$ cat config.mk
export PLATFORM = sky130hd
export DESIGN_NAME = i2s_sample_rx
export DESIGN_NICKNAME = d
export VERILOG_FILES = /design/src/rtl/i2s_sample_rx.sv
export SDC_FILE = /design/constraint.sdc
export NUM_CORES = 1
export LEC_CHECK = 0
export CORE_AREA = 3 3 88 73
export CTS_CLUSTER_SIZE = 24
export DETAILED_ROUTE_END_ITERATION = 6
export DIE_AREA = 0 0 91 76
export PLACE_DENSITY = 0.8
export SETUP_SLACK_MARGIN = 0.02
export SYNTH_ARGS = -nofsm -noshare
export SYNTH_HDL_FRONTEND = slang
export SYNTH_SLANG_ARGS = --single-unit
$ cat constraint.sdc
create_clock -name clk -period 1.6 [get_ports clk]
set_input_delay 0.16 -clock clk [delete_from_list [all_inputs] [get_ports clk]]
set_output_delay 0.16 -clock clk [all_outputs]
set_load 0.005 [all_outputs]
$ cat src/rtl/i2s_sample_rx.sv
// I2S slave receiver for one channel: synchronizes SCK/WS/SD to clk, deserializes
// MSB-first words and emits a sign-extended sample with a one-clk valid strobe.
module i2s_sample_rx #(
  parameter int DATA_BITS   = 24,
  parameter int SYNC_STAGES = 2,
  parameter int CHANNEL     = 0
) (
  input  logic                 clk,
  input  logic                 reset,
  input  logic                 i2s_sck,
  input  logic                 i2s_ws,
  input  logic                 i2s_sd,
  output logic [DATA_BITS:0]   sample,
  output logic                 sample_valid,
  output logic                 frame_err
);

  localparam int   CNT_W = $clog2(DATA_BITS + 1);
  localparam logic CH    = 1'(CHANNEL);

  typedef enum logic [1:0] {IDLE, SHIFT, DONE, WAIT} state_e;

  logic [SYNC_STAGES-1:0] sck_sync_q, ws_sync_q, sd_sync_q;
  logic                   sck_prev_q;
  logic                   sck_rise;

  // One-clk registered copy of each SCK rising edge and the WS/SD values it sampled
  logic                   rise_q, ws_smp_q, sd_smp_q;
  logic                   ws_prev_q;
  logic                   ws_chg;

  state_e                 state_q, state_d;
  logic [DATA_BITS-1:0]   shreg_q, shreg_d;
  logic [CNT_W-1:0]       bit_cnt_q, bit_cnt_d;
  logic                   word_ch_q, word_ch_d;
  logic                   restart_q, restart_d;
  logic [DATA_BITS:0]     sample_q, sample_d;
  logic                   valid_q, valid_d;
  logic                   ferr_q, ferr_d;

  logic [DATA_BITS-1:0]   shifted;
  logic                   last_bit;

  always_ff @(posedge clk or negedge reset) begin
    if (!reset) begin
      sck_sync_q <= '0;
      ws_sync_q  <= '0;
      sd_sync_q  <= '0;
      sck_prev_q <= 1'b0;
    end else begin
      sck_sync_q <= {sck_sync_q[SYNC_STAGES-2:0], i2s_sck};
      ws_sync_q  <= {ws_sync_q[SYNC_STAGES-2:0], i2s_ws};
      sd_sync_q  <= {sd_sync_q[SYNC_STAGES-2:0], i2s_sd};
      sck_prev_q <= sck_sync_q[SYNC_STAGES-1];
    end
  end

  assign sck_rise = sck_sync_q[SYNC_STAGES-1] & ~sck_prev_q;

  always_ff @(posedge clk or negedge reset) begin
    if (!reset) begin
      rise_q    <= 1'b0;
      ws_smp_q  <= 1'b0;
      sd_smp_q  <= 1'b0;
      ws_prev_q <= 1'b0;
    end else begin
      rise_q <= sck_rise;
      if (sck_rise) begin
        ws_smp_q <= ws_sync_q[SYNC_STAGES-1];
        sd_smp_q <= sd_sync_q[SYNC_STAGES-1];
      end
      if (rise_q) ws_prev_q <= ws_smp_q;
    end
  end

  assign ws_chg   = rise_q & (ws_smp_q != ws_prev_q);
  assign shifted  = {shreg_q[DATA_BITS-2:0], sd_smp_q};
  assign last_bit = (bit_cnt_q == CNT_W'(DATA_BITS - 1));

  always_ff @(posedge clk or negedge reset) begin
    if (!reset) begin
      state_q   <= IDLE;
      shreg_q   <= '0;
      bit_cnt_q <= '0;
      word_ch_q <= 1'b0;
      restart_q <= 1'b0;
      sample_q  <= '0;
      valid_q   <= 1'b0;
      ferr_q    <= 1'b0;
    end else begin
      state_q   <= state_d;
      shreg_q   <= shreg_d;
      bit_cnt_q <= bit_cnt_d;
      word_ch_q <= word_ch_d;
      restart_q <= restart_d;
      sample_q  <= sample_d;
      valid_q   <= valid_d;
      ferr_q    <= ferr_d;
    end
  end

  always_comb begin
    state_d   = state_q;
    shreg_d   = shreg_q;
    bit_cnt_d = bit_cnt_q;
    word_ch_d = word_ch_q;
    restart_d = 1'b0;
    sample_d  = sample_q;
    valid_d   = 1'b0;
    ferr_d    = 1'b0;
    case (state_q)
      IDLE: begin
        if (ws_chg) begin
          state_d   = SHIFT;
          bit_cnt_d = '0;
          word_ch_d = ws_smp_q;
        end
      end
      SHIFT: begin
        if (rise_q) begin
          // The bit on a WS-change edge still belongs to the old word, so it may be its LSB
          if (!ws_chg || last_bit) begin
            shreg_d   = shifted;
            bit_cnt_d = bit_cnt_q + CNT_W'(1);
            if (last_bit) begin
              state_d = DONE;
              if (word_ch_q == CH) begin
                sample_d = {shifted[DATA_BITS-1], shifted};
                valid_d  = 1'b1;
              end
              if (ws_chg) begin
                restart_d = 1'b1;
                word_ch_d = ws_smp_q;
              end
            end
          end else begin
            ferr_d    = 1'b1;
            bit_cnt_d = '0;
            word_ch_d = ws_smp_q;
          end
        end
      end
      DONE: begin
        bit_cnt_d = '0;
        state_d   = restart_q ? SHIFT : WAIT;
        if (ws_chg) begin
          state_d   = SHIFT;
          word_ch_d = ws_smp_q;
        end
      end
      WAIT: begin
        if (ws_chg) begin
          state_d   = SHIFT;
          bit_cnt_d = '0;
          word_ch_d = ws_smp_q;
        end
      end
      default: state_d = IDLE;
    endcase
  end

  assign sample       = sample_q;
  assign sample_valid = valid_q;
  assign frame_err    = ferr_q;

endmodule

Yosys cells after proc, flatten, opt, wreduce, memory -nomap -nowiden
Index checks and enable logic that the tools add are counted.
{"block": "classes", "n_eq_ne": 10, "div_mod_pow": 0, "n_mux": 29, "n_bitwise": 4, "order_cmp": 0, "reduce_logical": 10, "shift": 0, "n_mul": 0, "add_sub_neg": 1}
{"op": "1-bit 2-to-1 mux", "n": 17}
{"op": "5-bit 2-to-1 mux", "n": 3}
{"op": "5-bit case mux with 3 select lines", "n": 1}
{"op": "2-bit 2-to-1 mux", "n": 6}
{"op": "2-bit != test (second input constant)", "n": 3}
{"op": "2-bit case mux with 3 select lines", "n": 1}
{"op": "5-bit by 1-bit adder with 5-bit output (second input constant)", "n": 1}
{"op": "5-bit == test (second input constant)", "n": 1}
{"op": "5-bit AND reduction", "n": 1}
{"op": "2-bit == test (second input constant)", "n": 2}
{"op": "2-bit AND reduction", "n": 2}
{"op": "4-bit AND reduction", "n": 1}
{"op": "3-bit != test (second input constant)", "n": 1}
{"op": "3-bit AND reduction", "n": 1}
{"op": "3-bit OR reduction", "n": 1}
{"op": "1-bit bitwise AND", "n": 2}
{"op": "2-bit by 1-bit == test with 1-bit output (second input constant)", "n": 1}
{"op": "2-bit logical NOT", "n": 1}
{"op": "2-bit by 1-bit != test with 1-bit output (second input constant)", "n": 1}
{"op": "1-bit NOT", "n": 2}
{"op": "1-bit case mux with 2 select lines", "n": 1}
{"op": "2-bit OR reduction", "n": 1}
{"op": "1-bit logical NOT", "n": 1}
{"op": "1-bit logical OR", "n": 1}
{"op": "1-bit != test", "n": 1}
{"block": "word_totals", "regBits": 69, "latch_bits": 0, "elab_cells": 70, "mem_count": 0, "rom_bits": 0, "in_bits": 5, "output_inout_bits": 27, "ramBits": 0}

Logic depth before layout (Yosys ltp)
{"block": "depth", "ltp_word": 7, "mapped_depth": 7, "ltp_nobuf": 6}

Least setup slack after synthesis
OpenSTA, ideal clock, no wires.
{"block": "synth_timing", "path_type": "flip-flop to flip-flop", "startpoint": "reg state_q[1]", "endpoint": "reg sample_q[10] (netlist: sample[10])", "t_arrival_ns": 1.615, "setup_ns": 0.125, "slack_ns": -0.139, "stages_incl_launch_ff": 8, "t_required_ns": 1.475, "path_cell_list": "dfrtp_1 inv_1 ha_1 buf_2 nand2_1 nor3_4 buf_6 mux2_2"}
{"block": "synth_between", "elab_chain_cells": 2}
{"element": "from (decl)", "line": "32", "text": "state_e state_q, state_d;"}
{"element": "from (signal assigned)", "line": "91", "text": "state_q <= state_d;"}
{"element": "2-bit by 1-bit == test with 1-bit output", "line": "111", "text": "case (state_q)"}
{"element": "5-bit AND reduction (no line)"}
{"element": "to (signal assigned)", "line": "96", "text": "sample_q <= sample_d;"}
{"element": "to (decl)", "line": "37", "text": "logic [DATA_BITS:0] sample_q, sample_d;"}
Every way passes these cells.
A chain may end at the register's enable or synchronous reset.

Final worst setup path
{"block": "layout_timing", "startpoint": "reg state_q[1]", "endpoint": "reg sample_q[2] (netlist: sample[2])"}
Same word-level chain as after synthesis.

==> impl_metrics.ini <==
[outcome]
status = finished with violations
violations = negative setup slack

[floorplanning]
core_mm2 = 0.00553
die_x_um = 91
num_rows = 24
die_h_um = 76
io_pins = 32
die_area_mm2 = 0.00692
initial_core_util_pct = 48.9

[flow_run]
drv_cap = 0

[logic_synthesis]
synth.distinct_cells = 30
syn_nets = 184
syn-cell-area_mm2 = 0.00270
synthArstFlopShare_pct = 100
yosysSeqAreaShare_pct = 63.9
synth-seq-cells = 69
synth_ff_type = dfrtp_1
synthCells = 176
yosys.area.top_type = dfrtp_1
synth_area_leaders = dfrtp_1 64%, mux2_2 21%, buf_6 1.7%
ys_warn_count = 0
synth_edf_count = 0
syn_area_per_cell_um2 = 15.4
synth_top_area_share_pct = 63.9

[power]
internal_power_mw = 3.23
p_comb_share_pct = 19.9
leakage_nw = 1.77
netSwitchingFraction_pct = 26.3
fin_total_pwr_mw = 4.38
clock_power_share_pct = 33.3
p_sw_mw = 1.15
powerDensity_mw_per_mm2 = 1190
vdd_drop_max_uv = 759
pwr-share-seq_pct = 46.8

[layout]
utilization_pct = 66.5
nets = 248
drive_gt1_share_pct = 46.5
antennaDiodeCount = 0
area_growth_pct = 36.0

[global_route]
global_route.usage.met1_pct = 21.8
grt_pass1_vias = 1700
grt_pass1_wl_mm = 8.67
grt_max_degree = 47
met3_usage_pct = 6.81
busiest_layer = met2
grt_overflow = 0
grt_use_total_pct = 16.3
grt_antenna_before_repair = 0
use_met2_pct = 24.0

[worst_setup_path]
critPathCaptureType = flip-flop
start_kind = flip-flop
cp_max_fo = 7
r2r-end = sample[2]
cp_slowest_stage_delay_ns = 0.40
path_cells = inv_2 > ha_4 > nand2_4 > nor3_4 > buf_6 > mux2_4
crit_type = flip-flop to flip-flop
ff2ff_path_depth = 6
worstSetupPathDepth = 6
required_ns = 1.81
reg2reg_slack_ns = -0.05
arrival_ns = 1.86
r2r_start = state_q[1]
path_buf_inv = 2
slowest_stage = dfrtp_1
crit_family = flip-flops

[sta]
hold_ws_ns = 0.170
finalWorstSetupSlack_ns = -0.0497
finalCritPeriodShare_pct = 103
setup-tns-final_ns = -0.829
fmax_mhz = 606
fin_skew_ns = 0.00749
slew_headroom_pct = 76.3
period_needed_ns = 1.65
tightest_slew_ns = 0.355
setup_viol_count_final = 38
hold_viol_final = 0
rsz0062_at_grt = yes
drv_slew = 0

[routing]
drt_wl_total_mm = 5.10
via_count = 1611
viasPerCell = 4.99
ant_nets = 0
drtIter0Drc = 78
drcViolationCount = 0
wl_per_cell_um = 15.8
drtPass1Iterations = 4

[place]
gp_congestion = 0.843
port_buffers = 31
dpl.hpwl_mm = 3.11

[cts]
cts_root_buf = clkbuf_8
path_clk_slew_ns = 0.07
cts_buffer_depth = 2
cts_tree = done
htreeDepth = 3
cts_inserted_buffers = 9
clk_latency_ns = 0.33
cts_sinks = 69

[hold_path]
worstHoldPathType = input pin to async pin
==> through the flow <==
stage / instance area, um2 / cells / setup WS (ns)
2_1_floorplan: 2720 / 176 / -0.106
3_3_place_gp: 3210 / 298 / -0.156
3_5_place_dp: 3210 / 298 / -0.228
4_1_cts: 3580 / 319 / -0.0897
5_1_grt: 3680 / 323 / -0.126
6_report: 3680 / 323 / -0.0497
==> sequential cells by signal, summed over array words and instances (netlist names), named ones only <==
signal        count
ws_sync_q         2
ws_prev_q         1
bit_cnt_q         5
sd_smp_q          1
sample           24
ws_smp_q          1
sck_prev_q        1
sd_sync_q         2
shreg_q          23
sck_sync_q        2
sample_valid      1
frame_err         1
restart_q         1
rise_q            1
state_q           2
==> cells in the mapped netlist (all sizes together), types with 2 or more instances <==
master   n
a21o     2
a21oi    6
a31oi    2
buf      6
dfrtp   69
ha       3
inv      4
mux2    51
nand2    7
nand3    2
nand4b   3
nor2     4
nor2b    2
nor3     2
o21ai    3
==> layout make-up <==
type	count	area, um2
clock buffers	13	169
clock inverters	3	42.5
fillers	413	1850
inverters	4	15.0
multi-input cells	96	1070
flip-flops and latches	69	1730
well taps	78	97.6
repair buffers	60	553
==> repair_timing <==
item | in CTS | in global routing
pin swaps | 3 | 4
hold buffers | 1 | 0
setup endpoints to repair | 53 | 55
gates cloned | 2 | 0
endpoints found under the hold margin | 69 | 0
gates resized for setup | 31 | 17
buffers inserted | 2 | 4
==> kinds of logic after synthesis <==
logic type      count (synthesis)  share of synthesized area (%)
flops                          69                           63.9
mux                            52                           21.6
simple gates                   23                           5.65
compound gates                 17                           3.94
buf+inv                        11                           3.19
fa+ha+maj                       3                           1.39
xor+xnor                        1                          0.324
==> layer usage <==
metal	share of wire (%)	wire, um
met4	1.2	61
met5	0	0
met2	47	2400
met3	4.4	224
met1	47	2420
==> how the worst max path moves through the flow <==
| stage | to | slack [ns] | start |
|---|---|---|---|
| floorplan | sample[10] | -0.11 | state_q[1] |
| CTS | sample[2] | -0.09 | bit_cnt_q[1] |
| global placement | shreg_q[3] | -0.16 | bit_cnt_q[1] |
| finish | sample[2] | -0.05 | state_q[1] |
| global route | sample[4] | -0.13 | bit_cnt_q[0] |
| detailed placement | shreg_q[8] | -0.23 | bit_cnt_q[1] |
==> cell usage in the layout (no fill, tap or decap), drive strengths merged <==
| cell type | instances |
|---|---|
| dlygate4sd3 | 1 |
| nand4b | 3 |
| mux2 | 51 |
| clkbuf | 13 |
| mux2i | 1 |
| nor3b | 1 |
| buf | 29 |
| a2bb2oi | 1 |
| a22o | 1 |
| bufinv | 1 |
| a31o | 1 |
| clkinvlp | 1 |
| inv | 4 |
| nor2b | 2 |
| a31oi | 2 |
| a21o | 2 |
| nand2 | 7 |
| o22ai | 1 |
| clkinv | 1 |
| dfrtp | 69 |
| nor2 | 4 |
| ha | 3 |
| xor2 | 1 |
| and4bb | 1 |
| nor3 | 2 |
| nand4 | 1 |
| a21oi | 6 |
| nand3 | 2 |
| o21ai | 3 |
| clkdlybuf4s50 | 30 |
==> power by group through the flow <==
stage / clock (mW) / combinational (mW) / sequential, mW
4_1_cts: 1.50 / 0.774 / 2.05
3_3_place_gp: 0 / 0.697 / 2.07
6_report: 1.46 / 0.873 / 2.05
3_5_place_dp: 0 / 0.726 / 2.07
5_1_grt: 1.60 / 0.948 / 2.07
2_1_floorplan: 0 / 0.488 / 2.03
No activity file was read; power rests on OpenSTA's default activity.
